`src/rtl/fib_control_unit.sv`:
```
`default_nettype none
// ============================================================================
//  Module   : fib_control_unit
//  Purpose  : Sequencer for a 16-bit Fibonacci datapath. Captures the index N,
//             clears the datapath work registers, seeds F(1)/F(0), runs the
//             adder N-1 times and loads F(N) into the datapath output
//             register. Provides a start/busy/done handshake upstream and
//             rejects indices whose result would not fit in 16 bits.
//  Revision : 1.0  initial release
// ----------------------------------------------------------------------------
//  Parameters
//    N_W          width of count_to / count (matches datapath counter)
//    MAX_N        largest index accepted (F(24)=46368 fits in 16 bits)
//  Ports
//    clk          in   1    system clock, rising edge
//    usr_reset    in   1    synchronous active-high reset of this controller
//    start        in   1    request a computation, sampled only in IDLE
//    count_to     in   N_W  N as held in the datapath input register
//    count        in   N_W  datapath iteration counter
//    load_input   out  1    capture N into the datapath input register
//    cu_reset     out  1    active-low clear of datapath counter/current/prev
//    first_time   out  1    seed select: current<=1, prev<=0
//    counter_enb  out  1    advance counter (and adder registers)
//    load_output  out  1    copy current into the datapath output register
//    busy         out  1    computation in progress
//    done         out  1    one-cycle pulse, result valid from this cycle
//    err          out  1    one-cycle pulse, N > MAX_N rejected
// ============================================================================
module fib_control_unit #(
  parameter int N_W   = 5,
  parameter int MAX_N = 24
) (
  input  logic           clk,
  input  logic           usr_reset,
  input  logic           start,
  input  logic [N_W-1:0] count_to,
  input  logic [N_W-1:0] count,
  output logic           load_input,
  output logic           cu_reset,
  output logic           first_time,
  output logic           counter_enb,
  output logic           load_output,
  output logic           busy,
  output logic           done,
  output logic           err
);

  typedef enum logic [2:0] {
    S_IDLE = 3'd0,
    S_LOAD = 3'd1,
    S_INIT = 3'd2,
    S_ITER = 3'd3,
    S_OUT  = 3'd4,
    S_DONE = 3'd5,
    S_ERR  = 3'd6
  } state_t;

  localparam logic [N_W-1:0] MAX_N_V = N_W'(MAX_N);
  localparam logic [N_W-1:0] ONE_V   = N_W'(1);

  state_t state;
  state_t state_next;

  // Classification of the captured index, all unsigned on N_W bits.
  logic n_too_big;
  logic n_is_zero;
  logic n_is_one;
  logic iter_last;

  assign n_too_big = (count_to > MAX_N_V);
  assign n_is_zero = (count_to == '0);
  assign n_is_one  = (count_to == ONE_V);
  // Only consulted in ITER, where count_to >= 2, so the subtraction never
  // wraps. Matching count_to-1 means this edge brings the counter to N.
  assign iter_last = (count == (count_to - ONE_V));

  // --------------------------------------------------------------------------
  // State register
  // --------------------------------------------------------------------------
  always_ff @(posedge clk) begin
    if (usr_reset) begin
      state <= S_IDLE;
    end else begin
      state <= state_next;
    end
  end

  // --------------------------------------------------------------------------
  // Next state and output decode. All strobes are Moore outputs of the state
  // except load_input, which follows start while idle so that N is captured
  // on the same edge that accepts the request.
  // --------------------------------------------------------------------------
  always_comb begin
    state_next  = state;
    load_input  = 1'b0;
    cu_reset    = 1'b1;
    first_time  = 1'b0;
    counter_enb = 1'b0;
    load_output = 1'b0;
    busy        = 1'b0;
    done        = 1'b0;
    err         = 1'b0;

    case (state)
      S_IDLE: begin
        // Reset overrides the request: no capture while usr_reset is high.
        load_input = start & ~usr_reset;
        if (start) begin
          state_next = S_LOAD;
        end
      end

      S_LOAD: begin
        // Datapath counter/current/prev cleared on this edge.
        busy     = 1'b1;
        cu_reset = 1'b0;
        if (n_too_big) begin
          state_next = S_ERR;
        end else if (n_is_zero) begin
          // current is already 0 = F(0); go straight to the output load.
          state_next = S_OUT;
        end else begin
          state_next = S_INIT;
        end
      end

      S_INIT: begin
        // Seed current=F(1), prev=F(0); counter becomes 1.
        busy        = 1'b1;
        first_time  = 1'b1;
        counter_enb = 1'b1;
        if (n_is_one) begin
          state_next = S_OUT;
        end else begin
          state_next = S_ITER;
        end
      end

      S_ITER: begin
        busy        = 1'b1;
        counter_enb = 1'b1;
        if (iter_last) begin
          state_next = S_OUT;
        end
      end

      S_OUT: begin
        busy        = 1'b1;
        load_output = 1'b1;
        state_next  = S_DONE;
      end

      S_DONE: begin
        // start is deliberately not looked at here: one request per IDLE.
        done       = 1'b1;
        state_next = S_IDLE;
      end

      S_ERR: begin
        err        = 1'b1;
        state_next = S_IDLE;
      end

      default: begin
        state_next = S_IDLE;
      end
    endcase
  end

endmodule
`default_nettype wire

```
`config.mk`:
```
export PLATFORM = sky130hd
export DESIGN_NAME = fib_control_unit
export DESIGN_NICKNAME = d
export VERILOG_FILES = /design/src/rtl/fib_control_unit.sv
export SDC_FILE = /design/constraint.sdc
export NUM_CORES = 1
export LEC_CHECK = 0
export BUFFER_PORTS_ARGS = -buffer_cell sky130_fd_sc_hd__buf_2
export CAP_MARGIN = 20
export CORE_AREA = 2 2 39 41
export DETAILED_ROUTE_END_ITERATION = 10
export DIE_AREA = 0 0 41 43
export HOLD_SLACK_MARGIN = 0.12
export PLACE_DENSITY_LB_ADDON = 0.2
export REMOVE_ABC_BUFFERS = 1
export SKIP_CTS_REPAIR_TIMING = 1
export SYNTH_ARGS = -nofsm -noshare
export SYNTH_HDL_FRONTEND = slang
export SYNTH_SLANG_ARGS = --single-unit
```
`constraint.sdc`:
```
create_clock -name clk -period 2.25 [get_ports clk]
set_input_delay 0.3375 -clock clk [delete_from_list [all_inputs] [get_ports clk]]
set_output_delay 0.3375 -clock clk [all_outputs]
set_load 0.05 [all_outputs]
```
; Yosys cells after proc, flatten, opt, wreduce, memory -nomap -nowiden
; Cells that the tools add are included.
[classes]
muxes = 14
n_addsub = 1
bitwise = 2
n_eq_ne = 10
n_reduce_logical = 5
order_cmp = 1
[ops]
columns = operator, n
row1 = 2-to-1 mux 3 bit, 5
row2 = one-hot mux 3 bit (5 select lines), 1
row3 = == test 3 bit (second input constant), 3
row4 = 2-to-1 mux 1 bit, 8
row5 = == test 3 x 2 -> 1 bit (second input constant), 2
row6 = == test 5 x 1 -> 1 bit (second input constant), 1
row7 = == test 5 bit, 1
row8 = greater-than comparator 5 bit (second input constant), 1
row9 = logical NOT 5 bit, 1
row10 = subtractor 5 x 1 -> 5 bit (second input constant), 1
row11 = != test 2 bit (second input constant), 2
row12 = OR reduction 4 bit, 1
row13 = == test 3 x 1 -> 1 bit (second input constant), 1
row14 = logical NOT 3 bit, 1
row15 = AND reduction 2 bit, 1
row16 = OR reduction 2 bit, 1
row17 = AND 1 bit, 1
row18 = inverter 1 bit, 1
[word_totals]
input_bits = 13
regBits = 3
output_inout_bits = 8

; Logic depth before layout (Yosys ltp)
; Gate-level depths: netlist of run 1.
[logic_depth]
word_depth = 4
mapped_depth = 6
mapped_depth_nobuf = 6

; Worst setup path before layout of run 1
; No wires, ideal clock.
[synth_timing]
path_kind = flip-flop to output port
start = register state[1]
end = output port first_time
t_required_ns = 1.913
path_stages_with_launch = 4
t_arrival_ns = 1.975
slack_ns = -0.062
path_cell_list = dfxtp_1 clkbuf_1 nor2b_1 and2_1
[synth_via]
elab_chain_cells = 2
[synth_lines]
columns = item, line_no
row1 = from (decl), 61  ; state_t state;
row2 = from (signal assigned), 84  ; state <= state_next;
row3 = == test 3 x 2 -> 1 bit, 104  ; case (state)
row4 = 2-to-1 mux 1 bit, 104
row5 = to (decl), 40  ; output logic first_time,
; Every way passes these cells.

; Worst setup path in the final report of run 1
; Same ends and word-level chain as after synthesis.

==> impl_metrics.py, run 1 <==
metrics = {
    "timing": {
        "setup_viol": 0,
        "setup_ws_ns": 0.4077,
        "slew_violations": 0,
        "fmax_mhz": 542.8,
        "fin_crit_ns": 1.842,
        "setup_tns_ns": 0,
        "hold_ws_ns": 0.4518,
        "finalHoldViolCount": 0,
        "slew-limit-headroom": 0.7684,
        "skew_ns": 0.002098,
        "rsz0062_at_grt": "false",
        "worst_slew_pin_slew_ns": 0.3467,
        "finalCritPeriodShare": 0.8188,
    },
    "cts": {
        "ctsLongestPathBuffers": 2,
        "cts_root_buf": "clkbuf_4",
        "tritoncts": "yes",
        "cts-buffers-inserted": 3,
        "clk_pin_slew_worst_paths_ns": 0.04,
        "cts_num_sinks": 3,
        "cts_max_level": 1,
        "clk_latency_ns": 0.23,
    },
    "logic_synthesis": {
        "ys_seq_area_frac": 0.1412,
        "syn_area_per_cell_um2": 7.463,
        "yosysTopAreaCellShare": 0.1412,
        "ys.flop_type": "dfxtp_1",
        "syn_area_um2": 425.4,
        "syn_inst": 57,
        "synth_edf_count": 0,
        "yosys-top-cells-count": "5 x inv_1, 5 x xnor2_1, 4 x nor2b_1, 4 x o21ai_0",
        "synth_top_family_by_area": "simple AND/OR/NAND/NOR gates",
        "synth.distinct_cells": 30,
        "netlist_top_cells_area": "dfxtp_1 14%, xnor2_1 10%, ha_1 8.8%, nor2b_1 5.9%, o21ai_0 4.7%",
        "synthMuxAreaShare": 0,
        "synth-adder-area-share": 0.08824,
        "yosys_warnings": 0,
        "synth_top_area_cell": "dfxtp_1",
        "async_reset_ff_frac": 0,
        "synth-simple-area-share": 0.3441,
        "synth_xor_xnor_area_share": 0.1235,
        "synth_compound_area_frac": 0.2324,
        "synth-seq-cells": 3,
    },
    "route": {
        "finalWirelength_um": 930,
        "dr.pass1.iters": 4,
        "wl_per_cell_um": 9.894,
        "ant_nets": 0,
        "via_per_inst": 5.032,
        "vias": 473,
        "drtIter0Drc": 7,
        "drc": 0,
    },
    "grt": {
        "grt_pass1_wl_mm": 1.421,
        "antenna_found_initial": 0,
        "grt_usage": 0.1174,
        "grt_max_degree": 11,
        "grt_pass1_vias": 378,
        "grt_remaining_overflow": 0,
    },
    "layout": {
        "post-route-util": 0.4051,
        "stdcell_area_um2": 560.5,
        "top_register": "state",
        "largestRegisters": "state: 3 flops",
        "nNetsFinal": 95,
        "diodes": 0,
        "largest_reg_flops": 3,
        "drive_gt1_frac": 0.3462,
        "area_growth_pct": 31.76,
    },
    "place": {
        "io_buffers": 20,
        "gp_congestion": 0.7554,
        "place_ws_ns": 0.2815,
        "dp_hpwl_um": 776.6,
        "placed_area_um2": 534.3,
    },
    "min_path": {
        "hold_depth": 3,
        "min_path_type": "in -> reg",
        "min_from": "usr_reset",
        "min_to": "state[2]",
    },
    "critical_path": {
        "rr_startpoint": "state[1]",
        "endpoint_kind": "output port",
        "crit_type": "reg -> out",
        "path_max_fanout": 10,
        "arrival_ns": 1.50,
        "start_kind": "flop",
        "rrSetupSlack_ns": 0.96,
        "r2r_cells": 3,
        "cp.required_ns": 1.91,
        "r2r-end": "state[2]",
    },
    "floorplan": {
        "start_util": 0.3074,
        "row_count": 14,
        "dieArea_um2": 1763,
        "core_area_um2": 1384,
        "boundaryPins": 21,
        "die_w_um": 41,
        "fp.dieH_um": 43,
    },
    "run": {
        "maxCapViolCount": 0,
    },
    "status": {
        "status": "finished clean",
    },
    "power_and_ir_drop": {
        "ir_drop_v": 0.0004542,
        "powerDensity_nw_per_um2": 1283,
        "power.leakage_nw": 0.2581,
    },
}
## routing by layer
layer	vias to the layer above	GRT usage	wire (µm)
li1	248	-	-
met1	210	0.1442	421
met2	13	0.1875	447
met3	2	0.01571	45
met4	0	0.06000	17
met5	-	0	0
## power by group
part	internal [W]	total (W)	leakage [nW]	switching, W
registers	0.0000790	0.000134	0.0247	0.0000547
logic	0.000146	0.000492	0.218	0.000346
clock network	0.0000664	0.0000932	0.0150	0.0000268
total	0.000291	0.000719	0.258	0.000428
## placed cells by master (no fill, tap or decap), drive strengths merged, types with 2 or more instances in the layout
cell type / synthesis / final
or3: 2 / 2
buf: 0 / 20
nand2: 3 / 3
o21ai: 4 / 4
nor4: 2 / 2
clkbuf: 3 / 4
dfxtp: 3 / 3
nor3: 3 / 3
nor2b: 4 / 4
inv: 5 / 5
xnor2: 5 / 5
ha: 3 / 3
nor2: 3 / 3
## worst max path at each step
| stage | end | cells after the start | slack, ns | from |
|---|---|---|---|---|
| final | first_time | 3 | 0.41 | state[1] |
| after global routing | first_time | 3 | 0.32 | state[1] |
| after CTS | first_time | 3 | 0.40 | state[1] |
| after detailed placement | state[2] | 7 | 0.28 | count_to[0] |
| after global placement | state[2] | 7 | 0.32 | count_to[1] |
| after floorplan | first_time | 2 | 0.05 | state[1] |
## critical path, cell delays in order, from the launching register on
cell	delay, ns
dfxtp_1	0.48
nor2b_1	0.37
and2_1	0.17
buf_2	0.25
## stage by stage
step	cells	power, W
6_report	94	0.0007190
5_1_grt	94	0.0007728
4_1_cts	94	0.0007258
3_5_place_dp	90	0.0006312
3_3_place_gp	90	0.0006330
2_1_floorplan	54	0.0005194
## final cells by class
type / instances / area [µm²]
timing repair buffer: 20 / 100.1
fill: 148 / 823.3
tap: 16 / 20.02
sequential: 3 / 60.06
multi-input combinational: 46 / 335.3
clock buffer: 4 / 26.28
inverter: 5 / 18.77
## cell families after synthesis
logic type | after synthesis
AND/OR/NAND/NOR | 24
flip-flops | 3
XOR/XNOR | 6
AO/OA/AOI/OAI | 13
adder cells (fa/ha/maj) | 3
buffers and inverters | 8
No activity file was read; power rests on OpenSTA's default activity.
==> inputs of run 2 (changes only) <==
--- a/config.mk
+++ b/config.mk
@@ -5,6 +5,7 @@
 export SDC_FILE = /design/constraint.sdc
 export NUM_CORES = 1
 export LEC_CHECK = 0
+export ABC_AREA = 1
 export BUFFER_PORTS_ARGS = -buffer_cell sky130_fd_sc_hd__buf_2
 export CAP_MARGIN = 20
 export CORE_AREA = 2 2 39 41
==> constraint.sdc (replaced) <==
create_clock -name clk -period 1.57 [get_ports clk]
set_input_delay 0.2355 -clock clk [delete_from_list [all_inputs] [get_ports clk]]
set_output_delay 0.2355 -clock clk [all_outputs]
set_load 0.05 [all_outputs]
==> run 2 against run 1 <==
  * Via count increased by 16%
  * Utilization increased by 4.3 points
  * Largest cell class unchanged
  * Non-clock buffer count increased by 1
  * Hold slack got worse by 0.24 ns
  * Critical endpoint is now busy
  * Sequential share of layout area decreased by 0.43 points
  * Global-route usage increased by 0.80 points
  * Routed wire length increased by 14%
  * Clock-buffer cell count unchanged
==> impl_metrics.py, run 2 <==
metrics = {
    "cts": {
        "clk_latency_ns": 0.23,
        "cts_num_sinks": 3,
        "tritoncts": "yes",
        "cts_root_buf": "clkbuf_4",
        "clk_pin_slew_worst_paths_ns": 0.04,
        "cts_max_level": 1,
        "cts-buffers-inserted": 3,
        "ctsLongestPathBuffers": 2,
    },
    "layout": {
        "diodes": 0,
        "top_register": "state",
        "nNetsFinal": 123,
        "nFillCells": 155,
        "area_growth_pct": 38.94,
        "largestRegisters": "state: 3 flops",
        "mostFrequentLayoutCells": "19 x nand2_1, 18 x buf_2, 11 x inv_1",
        "largest_reg_flops": 3,
        "drive_gt1_frac": 0.4057,
        "stdcell_area_um2": 620.6,
        "layout_commonest_cell": "nand2_1",
    },
    "floorplan": {
        "dieArea_um2": 1763,
        "boundaryPins": 21,
        "row_count": 14,
        "core_area_um2": 1384,
        "fp.dieH_um": 43,
        "die_w_um": 41,
        "start_util": 0.3228,
    },
    "critical_path": {
        "rrSetupSlack_ns": 0.46,
        "start_kind": "flop",
        "arrival_ns": 1.28,
        "path_cells": "nor2_2, inv_2, nor2_1, nor2_2, nand3_1, buf_4",
        "cp_top_family": "simple AND/OR/NAND/NOR gates",
        "endpoint_kind": "output port",
        "path_max_fanout": 4,
        "cp_num_cells": 6,
        "cp.required_ns": 1.33,
        "crit_buf_inv": 2,
        "crit_type": "reg -> out",
        "worst_path_max_delay_cell": "dfxtp_2",
        "crit_start": "state[0]",
        "crit_path_max_incr_delay_ns": 0.35,
        "cp-endpoint": "busy",
        "r2r_cells": 7,
        "crit_path_frequent_cell": "nor2_2",
        "rr_startpoint": "state[2]",
        "r2r-end": "state[2]",
    },
    "min_path": {
        "hold_depth": 2,
        "min_path_type": "in -> reg",
    },
    "grt": {
        "antenna_found_initial": 0,
        "grt_pass1_vias": 457,
        "grt_usage": 0.1254,
        "grt_max_degree": 6,
        "grt_remaining_overflow": 0,
        "grt_pass1_wl_mm": 1.628,
    },
    "logic_synthesis": {
        "yosysTopAreaCellShare": 0.1597,
        "yosys_warnings": 0,
        "synth.distinct_cells": 20,
        "ys_seq_area_frac": 0.1345,
        "ys.flop_type": "dfxtp_1",
        "synth_edf_count": 0,
        "yosys-top-cells-count": "19 x nand2_1, 12 x nor2_1, 11 x inv_1",
        "synth.most_common_cell": "nand2_1",
        "synth-seq-cells": 3,
        "async_reset_ff_frac": 0,
        "synth_top_area_cell": "nand2_1",
        "netlist_top_cells_area": "nand2_1 16%, dfxtp_1 13%, nor2_1 10%, inv_1 9.2%, nand3_1 9.0%",
        "syn_area_um2": 446.7,
        "syn_area_per_cell_um2": 5.515,
        "syn_inst": 81,
    },
    "power_and_ir_drop": {
        "power.leakage_nw": 0.3599,
        "powerDensity_nw_per_um2": 1602,
        "ir_drop_v": 0.0005595,
    },
    "route": {
        "met1_length_um": 478,
        "wl_per_cell_um": 8.721,
        "dr.pass1.iters": 4,
        "drtIter0Drc": 9,
        "vias": 548,
        "finalWirelength_mm": 1.064,
        "ant_nets": 0,
        "wl_met3_um": 57,
        "drc": 0,
        "wl_met2_um": 527,
        "via_per_inst": 4.492,
        "top_layer": "met3",
    },
    "place": {
        "dp_hpwl_um": 866.5,
        "io_buffers": 20,
        "placed_area_um2": 566.8,
        "gp_congestion": 0.6944,
    },
    "timing": {
        "worst_slew_pin_slew_ns": 0.2446,
        "setup_viol": 0,
        "fmax_mhz": 660.6,
        "setup_tns_ns": 0,
        "slew-limit-headroom": 0.8354,
        "fin_crit_ns": 1.514,
        "slew_violations": 0,
        "finalCritPeriodShare": 0.9642,
        "skew_ns": 0.003689,
        "finalHoldViolCount": 0,
    },
    "status": {
        "status": "finished clean",
    },
    "run": {
        "maxCapViolCount": 0,
    },
}
[run 2: cell families after synthesis]
kind of cell,count (synthesis),synth area share
compound gates,7,0.1036
xor+xnor,2,0.03922
fa+ha+maj,3,0.08404
buf+inv,19,0.1597
flops,3,0.1345
simple gates,47,0.4790
[run 2: worst min-delay path by stage]
stage | end | from
6_report | state[2] | usr_reset
5_1_grt | state[2] | usr_reset
4_1_cts | state[2] | usr_reset
3_5_place_dp | state[2] | usr_reset
3_3_place_gp | state[2] | usr_reset
2_1_floorplan | state[2] | usr_reset
[run 2: area by class of cell]
type	instances	area, µm²	area share
sequential	3	63.81	0.1028
tap	16	20.02	0.03226
inverter	19	71.32	0.1149
clock buffer	4	26.28	0.04234
timing repair buffer	21	112.6	0.1815
multi-input combinational	59	326.6	0.5262
[run 2: per-layer routing]
layer | up-vias | track usage
li1 | 301 | -
met1 | 232 | 0.1442
met2 | 15 | 0.2313
met3 | 0 | 0.03141
met4 | 0 | 0
met5 | - | 0
[run 2: worst register-to-register path, cell delays in order, from the launching register on]
cell,delay [ns]
dfxtp_2,0.39
inv_2,0.08
nand2_2,0.10
nor2_2,0.06
nor2_2,0.14
o211ai_2,0.10
nand3_1,0.10
nor2_2,0.03
[run 2: power breakdown]
group / total [W] / internal (W) / switching (W) / leakage (nW)
logic: 0.000693 / 0.000218 / 0.000475 / 0.319
clock network: 0.000133 / 0.0000951 / 0.0000375 / 0.0150
registers: 0.000169 / 0.000111 / 0.0000573 / 0.0258
total: 0.000994 / 0.000424 / 0.000570 / 0.360
[run 2: through the flow]
stage	hold WS, ns	cells	power, W	utilization	setup WS [ns]
after floorplan	0.3024	81	0.0006504	-	-0.6543
after global placement	0.4542	117	0.0007785	0.4096	0.1381
after detailed placement	0.4507	117	0.0007852	0.4096	0.1147
after CTS	0.2091	121	0.0009210	0.4286	-0.07908
after global routing	0.2097	122	0.001062	0.4485	-0.005032
final	0.2114	122	0.0009942	0.4485	0.05619
